==> config.mk <==
export PLATFORM = sky130hd
export DESIGN_NAME = pwm_demod
export DESIGN_NICKNAME = d
export VERILOG_FILES = /design/src/rtl/pwm_demod.sv
export SDC_FILE = /design/constraint.sdc
export NUM_CORES = 1
export LEC_CHECK = 0
export ABC_CLOCK_PERIOD_IN_PS = 2200
export CAP_MARGIN = 10
export CORE_MARGIN = 3
export CORE_UTILIZATION = 51
export CTS_CLUSTER_DIAMETER = 120
export CTS_CLUSTER_SIZE = 30
export DETAILED_ROUTE_END_ITERATION = 12
export PLACE_DENSITY = 0.73
export SYNTH_ARGS = -nofsm -noshare
export SYNTH_HDL_FRONTEND = slang
export SYNTH_SLANG_ARGS = --single-unit
==> constraint.sdc <==
create_clock -name clk -period 2.2 [get_ports clk]
set_clock_uncertainty 0.2 [all_clocks]
set_input_delay 0.22 -clock clk [delete_from_list [all_inputs] [get_ports clk]]
set_output_delay 0.22 -clock clk [all_outputs]
set_load 0.02 [all_outputs]
==> src/rtl/pwm_demod.sv <==
// PWM stream demodulator: recovers the per-frame duty as a W-bit sample and
// measures the waveform period in frames between upward midscale crossings.
//   state  | meaning
//   IDLE   | waiting for a rising edge to align frame position 0
//   LOCKED | counting high cycles per 2^W-cycle frame
module pwm_demod #(
  parameter int W             = 8,
  parameter int PER_W         = 16,
  parameter int SILENT_FRAMES = 4
) (
  input  logic             clk,
  input  logic             NRST,
  input  logic             en_i,
  input  logic             pwm_i,
  output logic [W-1:0]     sample_o,
  output logic             sample_valid_o,
  output logic [PER_W-1:0] period_o,
  output logic             period_valid_o,
  output logic             sync_err_o,
  output logic             locked_o,
  output logic             silent_o
);
  localparam int AW    = W + 1;
  localparam int SIL_W = $clog2(SILENT_FRAMES + 1);

  typedef enum logic {IDLE = 1'b0, LOCKED = 1'b1} state_t;

  state_t           state_q;
  logic             pwm_m_q, pwm_s_q, pwm_d_q;
  logic [W-1:0]     pos_q;
  logic [AW-1:0]    acc_q;
  logic [W-1:0]     sample_q;
  logic             sample_valid_q;
  logic [PER_W-1:0] period_q;
  logic             period_valid_q;
  logic             sync_err_q;
  logic             locked_q;
  logic             silent_q;
  logic [PER_W-1:0] frame_cnt_q;
  logic             armed_q;
  logic             prev_above_q;
  logic [SIL_W-1:0] zero_cnt_q;

  logic             rise;
  logic             misaligned;
  logic             frame_end;
  logic [AW-1:0]    total_d;
  logic [W-1:0]     sample_d;
  logic [SIL_W-1:0] zero_cnt_d;
  logic             silent_rise;
  logic [PER_W-1:0] frame_cnt_d;

  always_ff @(posedge clk or negedge NRST) begin
    if (!NRST) begin
      pwm_m_q <= 1'b0;
      pwm_s_q <= 1'b0;
      pwm_d_q <= 1'b0;
    end else begin
      pwm_m_q <= pwm_i;
      pwm_s_q <= pwm_m_q;
      pwm_d_q <= pwm_s_q;
    end
  end

  assign rise        = pwm_s_q & ~pwm_d_q;
  assign misaligned  = rise && (pos_q != '0);
  // A misaligned rise on the last position aborts the frame instead of ending it.
  assign frame_end   = (pos_q == {W{1'b1}}) && !misaligned;
  assign total_d     = acc_q + {{W{1'b0}}, pwm_s_q};
  assign sample_d    = total_d[W] ? {W{1'b1}} : total_d[W-1:0];
  assign zero_cnt_d  = (zero_cnt_q == SIL_W'(SILENT_FRAMES)) ? zero_cnt_q
                                                             : zero_cnt_q + SIL_W'(1);
  assign silent_rise = frame_end && (sample_d == '0) &&
                       (zero_cnt_d == SIL_W'(SILENT_FRAMES)) && !silent_q;
  assign frame_cnt_d = (&frame_cnt_q) ? frame_cnt_q : frame_cnt_q + PER_W'(1);

  always_ff @(posedge clk or negedge NRST) begin
    if (!NRST) begin
      state_q        <= IDLE;
      pos_q          <= '0;
      acc_q          <= '0;
      sample_q       <= '0;
      sample_valid_q <= 1'b0;
      period_q       <= '0;
      period_valid_q <= 1'b0;
      sync_err_q     <= 1'b0;
      locked_q       <= 1'b0;
      silent_q       <= 1'b1;
      frame_cnt_q    <= '0;
      armed_q        <= 1'b0;
      prev_above_q   <= 1'b0;
      zero_cnt_q     <= '0;
    end else begin
      sample_valid_q <= 1'b0;
      period_valid_q <= 1'b0;
      sync_err_q     <= 1'b0;
      locked_q       <= en_i && (state_q == LOCKED);
      if (!en_i || (state_q == IDLE)) begin
        state_q      <= IDLE;
        pos_q        <= '0;
        acc_q        <= '0;
        frame_cnt_q  <= '0;
        armed_q      <= 1'b0;
        prev_above_q <= 1'b0;
        zero_cnt_q   <= '0;
        silent_q     <= 1'b1;
        if (en_i && rise) begin
          state_q <= LOCKED;
          pos_q   <= W'(1);
          acc_q   <= AW'(1);
        end
      end else begin
        pos_q <= pos_q + W'(1);
        acc_q <= total_d;
        if (misaligned) begin
          sync_err_q <= 1'b1;
          pos_q      <= W'(1);
          acc_q      <= AW'(1);
        end else if (frame_end) begin
          sample_q       <= sample_d;
          sample_valid_q <= 1'b1;
          acc_q          <= '0;
          if (sample_d == '0) begin
            zero_cnt_q <= zero_cnt_d;
            if (zero_cnt_d == SIL_W'(SILENT_FRAMES))
              silent_q <= 1'b1;
          end else begin
            zero_cnt_q <= '0;
            silent_q   <= 1'b0;
          end
        end
        // Crossing detection runs one cycle behind the sample strobe.
        if (sample_valid_q) begin
          prev_above_q <= sample_q[W-1];
          if (sample_q[W-1] && !prev_above_q) begin
            frame_cnt_q <= '0;
            if (armed_q) begin
              period_q       <= frame_cnt_d;
              period_valid_q <= 1'b1;
            end else begin
              armed_q <= 1'b1;
            end
          end else begin
            frame_cnt_q <= frame_cnt_d;
          end
        end
        if (silent_rise)
          armed_q <= 1'b0;
      end
    end
  end

  assign sample_o       = sample_q;
  assign sample_valid_o = sample_valid_q;
  assign period_o       = period_q;
  assign period_valid_o = period_valid_q;
  assign sync_err_o     = sync_err_q;
  assign locked_o       = locked_q;
  assign silent_o       = silent_q;

endmodule

==> impl_metrics.env, run 1 <==
export IMPL_status="complete, no violations"
export IMPL_critical_path_required_ps=2280
export IMPL_cts_sinks=71
export IMPL_post_dp_hpwl_um=5452
export IMPL_p_leak_nw=1.941
export IMPL_grt_pass1_vias=2895
export IMPL_syn_area_per_cell_um2=9.750
export IMPL_clk_pin_slew_ps=70
export IMPL_syn_area_um2=3471
export IMPL_gp_congestion=0.8545
export IMPL_cts_tree="yes"
export IMPL_drt_wl_total_um=7832
export IMPL_syn_inst=356
export IMPL_use_met1_pct=31.51
export IMPL_path_class="reg -> reg"
export IMPL_first_pass_iters=4
export IMPL_hold_viol=0
export IMPL_ys_warn_count=0
export IMPL_ant_nets=0
export IMPL_die_width_um=88.50
export IMPL_grt_busiest_layer="met2"
export IMPL_drive_gt1_share_pct=19.82
export IMPL_seq_area_frac_synth_pct=51.23
export IMPL_fin_cells=511
export IMPL_cts_root_buffer="clkbuf_8"
export IMPL_io_pins=33
export IMPL_nNetsFinal=440
export IMPL_die_y_um=88.50
export IMPL_hp_class="in -> reg"
export IMPL_vias=2894
export IMPL_drc_errors=0
export IMPL_placed_cells=492
export IMPL_cts_buffers=9
export IMPL_insertedDiodeCount=0
export IMPL_use_met2_pct=33.31
export IMPL_synth_edff_count=0
export IMPL_setup_viol=0
export IMPL_layout_common_cells="dfrtp_1, buf_4, nor2_1"
export IMPL_ir_drop_uv=379.8
export IMPL_utilization_pct=70.17
export IMPL_htreeDepth=3
export IMPL_final_common_cell="dfrtp_1"
export IMPL_clock_latency_ps=340
export IMPL_fin_crit_sh_pct=97.39
export IMPL_portBuffers=32
export IMPL_grt_overflow_total=0
export IMPL_synth_cell_types=55
export IMPL_worstMarginPinSlew_ps=597.1
export IMPL_slew_violations=0
export IMPL_p_per_area_nw_per_um2=519.5
export IMPL_yosys_most_used_dff="dfrtp_1"
export IMPL_syn2layout_area_growth_pct=30.57
export IMPL_track_usage_pct=22.12
export IMPL_fin_crit_ps=2143
export IMPL_dieArea_um2=7831
export IMPL_grt_first_pass_wirelength_um=13450
export IMPL_cp_start_kind="register"
export IMPL_synth_seq_cells=71
export IMPL_critPathArrivalTime_ps=2220
export IMPL_use_met3_pct=3.911
export IMPL_fmax_mhz=466.7
export IMPL_synth_fp_nets=367
export IMPL_clk_path_buf_depth=2
export IMPL_max_slew_margin_rel_pct=60.19
export IMPL_rows=29
export IMPL_max_cap_violations=0
export IMPL_endpoint_kind="register"
export IMPL_initial_utilization_pct=53.74
export IMPL_core_area_um2=6459
export IMPL_antenna_found_initial=0
export IMPL_wl_per_cell_um=15.33
export IMPL_vias_per_cell=5.663
export IMPL_async_flop_share_pct=100.0
export IMPL_drt_iter0_drc=192
export IMPL_grt_max_degree=29
export IMPL_crit_path_max_fanout=12
## layout make-up
cell class                 count  area, µm²
clock inverter                 1      5.005
clock buffer                  15      166.4
sequential                    71       1778
inverter                      15      56.30
fill                         478       1927
timing repair buffer          76      698.2
tap                           77      96.34
multi-input combinational    256       1732
## kinds of logic (layout without fill, tap and decap cells)
kind of cell,after synthesis,in the layout,synth area share (%)
multiplexers,3,3,0.8652
buffers and inverters,29,107,3.605
AND/OR/NAND/NOR,131,131,19.11
adder cells (fa/ha/maj),7,7,2.523
flip-flops,71,71,51.23
XOR/XNOR,24,24,6.056
AO/OA/AOI/OAI,91,91,16.62
## timing repair
| item | 4_1_cts | 5_1_grt |
|---|---|---|
| endpoints found under the setup margin | 26 | 39 |
| hold buffers | 1 | 0 |
| pin swaps | 6 | 8 |
| gates resized for setup | 16 | 14 |
| setup buffers | 1 | 1 |
| endpoints found under the hold margin | 19 | 0 |
## sequential cells by signal, summed over array words and instances (netlist names)
register	count
locked_o	1
sync_err_o	1
prev_above_q	1
pos_q	8
frame_cnt_q	16
zero_cnt_q	3
silent_o	1
pwm_d_q	1
sample_valid_o	1
pwm_m_q	1
sample_o	8
period_valid_o	1
state_q	1
armed_q	1
period_o	16
pwm_s_q	1
acc_q	9
## critical path, stage by stage (launching register included)
cell and delay, ps:
dfrtp_1 400, ha_4 170, inv_2 50, or4_4 550, or2_4 340, buf_4 160, nand4_1 80, a22o_1 130
## Yosys cell counts (all sizes together), types with 4 or more instances
cell    number  share of area [%]
xor2        12                3.0
a31oi       11                2.0
nor2        39                4.2
clkbuf      11                1.2
nand4        5                1.3
nand2       32                3.5
dfrtp       70                 50
nor2b        4               0.72
a21oi       20                2.9
o21ai       31                4.5
o21a         4               0.87
and3         8                1.4
nor4         4               0.72
inv         14                1.5
a22o         5                1.3
or4          4               0.97
nor3         6                1.0
ha           7                2.5
nand3       14                2.0
xnor2       12                3.0
## report_power, final
part / switching, mW / internal [mW] / total, mW
registers: 0.00464 / 1.31 / 1.32
logic: 0.0667 / 0.0454 / 0.112
clock network: 0.453 / 0.472 / 0.925
## through the flow
| step | hold WS, ps | instance area (µm²) | setup slack [ps] | total power, mW | TNS, ps |
|---|---|---|---|---|---|
| 2_1_floorplan | -275.6 | 3478 | -11.18 | 1.377 | -18.10 |
| 3_3_place_gp | 43.80 | 4179 | -85.44 | 1.439 | -689.9 |
| 3_5_place_dp | 51.68 | 4179 | -158.5 | 1.441 | -1860 |
| 4_1_cts | 111.2 | 4458 | 7.969 | 2.377 | 0 |
| 5_1_grt | 113.2 | 4532 | -9.693 | 2.457 | -15.87 |
| 6_report | 118.2 | 4532 | 57.43 | 2.354 | 0 |
## worst paths after layout
path	from	endpoint	slack, ps	cells past startpoint
max	frame_cnt_q[1]$_DFFE_PN0P_	period_o[13]$_DFFE_PN0P_	60	7
min	pwm_i	pwm_m_q$_DFF_PN0_	120	1
max reg2reg	frame_cnt_q[1]$_DFFE_PN0P_	period_o[13]$_DFFE_PN0P_	60	7
min reg2reg	pwm_m_q$_DFF_PN0_	pwm_s_q$_DFF_PN0_	150	0
max in group asynchronous	NRST	acc_q[7]$_DFF_PN0_	1040	3
min in group asynchronous	NRST	frame_cnt_q[4]$_DFFE_PN0P_	210	2
## per-layer routing
metal	up-vias	share of wire, %
met5	-	0
met4	0	1.8
met1	1387	47
met2	71	47
li1	1421	-
met3	15	3.8
Note: power is estimated with default switching activity, not from simulation.
==> run 2, diff against run 1 <==
Settings changed: SETUP_SLACK_MARGIN set to 0.5, SLEW_MARGIN set to 20.
==> run 2 against run 1 <==
Effect of this change: critical path depth decreased by 1; design area increased by 13%; sequential power about the same; cell count increased by 6.3%; clock power decreased by 2.7%; global-route usage increased by 4.4 points; sequential share of layout area decreased by 4.3 points.
==> impl_metrics.env, run 2 (synthesis results as in run 1) <==
export IMPL_insertedDiodeCount=0
export IMPL_p_leak_nw=2.315
export IMPL_slew_violations=0
export IMPL_io_pins=33
export IMPL_fin_crit_ps=2154
export IMPL_clock_latency_ps=360
export IMPL_portBuffers=32
export IMPL_grt_overflow_total=0
export IMPL_fin_tns_setup_ps=0
export IMPL_core_area_um2=6459
export IMPL_crit_path_max_fanout=5
export IMPL_fin_crit_sh_pct=97.91
export IMPL_hold_depth=1
export IMPL_layout_common_cells="dfrtp_1, buf_4, nor2_1"
export IMPL_syn2layout_area_growth_pct=47.04
export IMPL_htreeDepth=3
export IMPL_clk_path_buf_depth=2
export IMPL_hp_class="in -> reg"
export IMPL_worst_slack_ps=46.02
export IMPL_path_class="reg -> reg"
export IMPL_ir_drop_uv=463.6
export IMPL_cts_sinks=71
export IMPL_cts_buffers=9
export IMPL_hold_end="pwm_m_q$_DFF_PN0_"
export IMPL_vias=3327
export IMPL_grt_setup_unrepaired="true"
export IMPL_rows=29
export IMPL_dieArea_um2=7831
export IMPL_r2r_cells=6
export IMPL_critical_path_required_ps=2260
export IMPL_final_common_cell="dfrtp_1"
export IMPL_nNetsFinal=472
export IMPL_drt_iter0_drc=246
export IMPL_gp_congestion=0.8290
export IMPL_hold_viol=0
export IMPL_die_width_um=88.50
export IMPL_die_y_um=88.50
export IMPL_pre_cts_ws_ps=-47.74
export IMPL_antenna_found_initial=0
export IMPL_min_from="pwm_i"
export IMPL_critPathArrivalTime_ps=2220
export IMPL_wl_per_cell_um=19.67
export IMPL_drt_wl_total_um=10680
export IMPL_setup_viol=0
export IMPL_p_per_area_nw_per_um2=462.6
export IMPL_grt_pass1_vias=3228
export IMPL_worstMarginPinSlew_ps=497.4
export IMPL_endpoint_kind="register"
export IMPL_initial_utilization_pct=53.74
export IMPL_cts_tree="yes"
export IMPL_grt_max_degree=24
export IMPL_post_dp_hpwl_um=5444
export IMPL_drc_errors=0
export IMPL_max_cap_violations=0
export IMPL_drive_gt1_share_pct=35.84
export IMPL_ant_nets=0
export IMPL_grt_first_pass_wirelength_um=15730
export IMPL_clk_pin_slew_ps=70
export IMPL_cts_root_buffer="clkbuf_8"
export IMPL_track_usage_pct=26.53
export IMPL_reg2reg_slack_ps=50
export IMPL_status="complete, no violations"
export IMPL_reg2reg_to="frame_cnt_q[3]$_DFFE_PN0P_"
export IMPL_cp_start_kind="register"
export IMPL_first_pass_iters=5
export IMPL_fmax_mhz=464.3
export IMPL_r2r_start="frame_cnt_q[5]$_DFFE_PN0P_"
export IMPL_max_slew_margin_rel_pct=66.84
export IMPL_vias_per_cell=6.127
[run 2: final cells by class]
type                            count  area (µm²)
Multi-Input combinational cell    258        2093
Clock buffer                       14       142.6
Inverter                           15       60.06
Sequential cell                    71        1782
Tap cell                           77       96.34
Timing Repair Buffer              106       919.6
Fill cell                         389        1355
Clock inverter                      2       10.01
[run 2: power by group]
group          total, mW  internal, mW  switching [mW]
combinational      0.139        0.0575          0.0816
sequential          1.32          1.31         0.00935
clock              0.900         0.408           0.492
total               2.36          1.78           0.583
[run 2: stage by stage]
stage	hold slack (ps)	cell area [µm²]	cells	power [mW]	utilization, %
6_report	94.01	5104	543	2.361	79.02
5_1_grt	101.2	5104	543	2.434	79.02
4_1_cts	96.46	4876	535	2.341	75.49
3_5_place_dp	28.82	4198	483	1.446	64.99
3_3_place_gp	22.36	4198	483	1.441	64.99
2_1_floorplan	-275.6	3633	356	1.387	-
[run 2: how the worst max path moves through the flow]
stage                                    start                    endpoint
floorplan           frame_cnt_q[4]$_DFFE_PN0P_  frame_cnt_q[4]$_DFFE_PN0P_
global placement             pwm_s_q$_DFF_PN0_         armed_q$_DFFE_PN0P_
detailed placement           pwm_s_q$_DFF_PN0_   zero_cnt_q[1]$_DFFE_PN0P_
CTS                          pwm_s_q$_DFF_PN0_   zero_cnt_q[1]$_DFFE_PN0P_
global route                pos_q[0]$_DFF_PN0_          acc_q[1]$_DFF_PN0_
finish              frame_cnt_q[5]$_DFFE_PN0P_  frame_cnt_q[3]$_DFFE_PN0P_
[run 2: routing by layer]
| metal | track usage (%) | up-vias | part of all wire [%] |
|---|---|---|---|
| li1 | - | 1474 | - |
| met1 | 35.62 | 1656 | 43 |
| met2 | 40.86 | 159 | 48 |
| met3 | 4.469 | 38 | 6.7 |
| met4 | 14.97 | 0 | 2.8 |
| met5 | 0 | - | 0 |
[run 2: repair_timing]
item                                   4_1_cts  5_1_grt
gates cloned                                 2        0
resized for setup                          100       36
endpoints found under the hold margin       20        0
setup buffers                               33        8
setup endpoints to repair                   92       66
pin swaps                                   65       37
hold buffers                                 1        0
[run 2: worst max-delay path, cell delays in order (launching register included)]
cell and delay [ps]:
dfrtp_1 420, nand4_4 130, or4_4 590, buf_6 150, o2111ai_4 250, nand2_1 100
a31oi_1 200
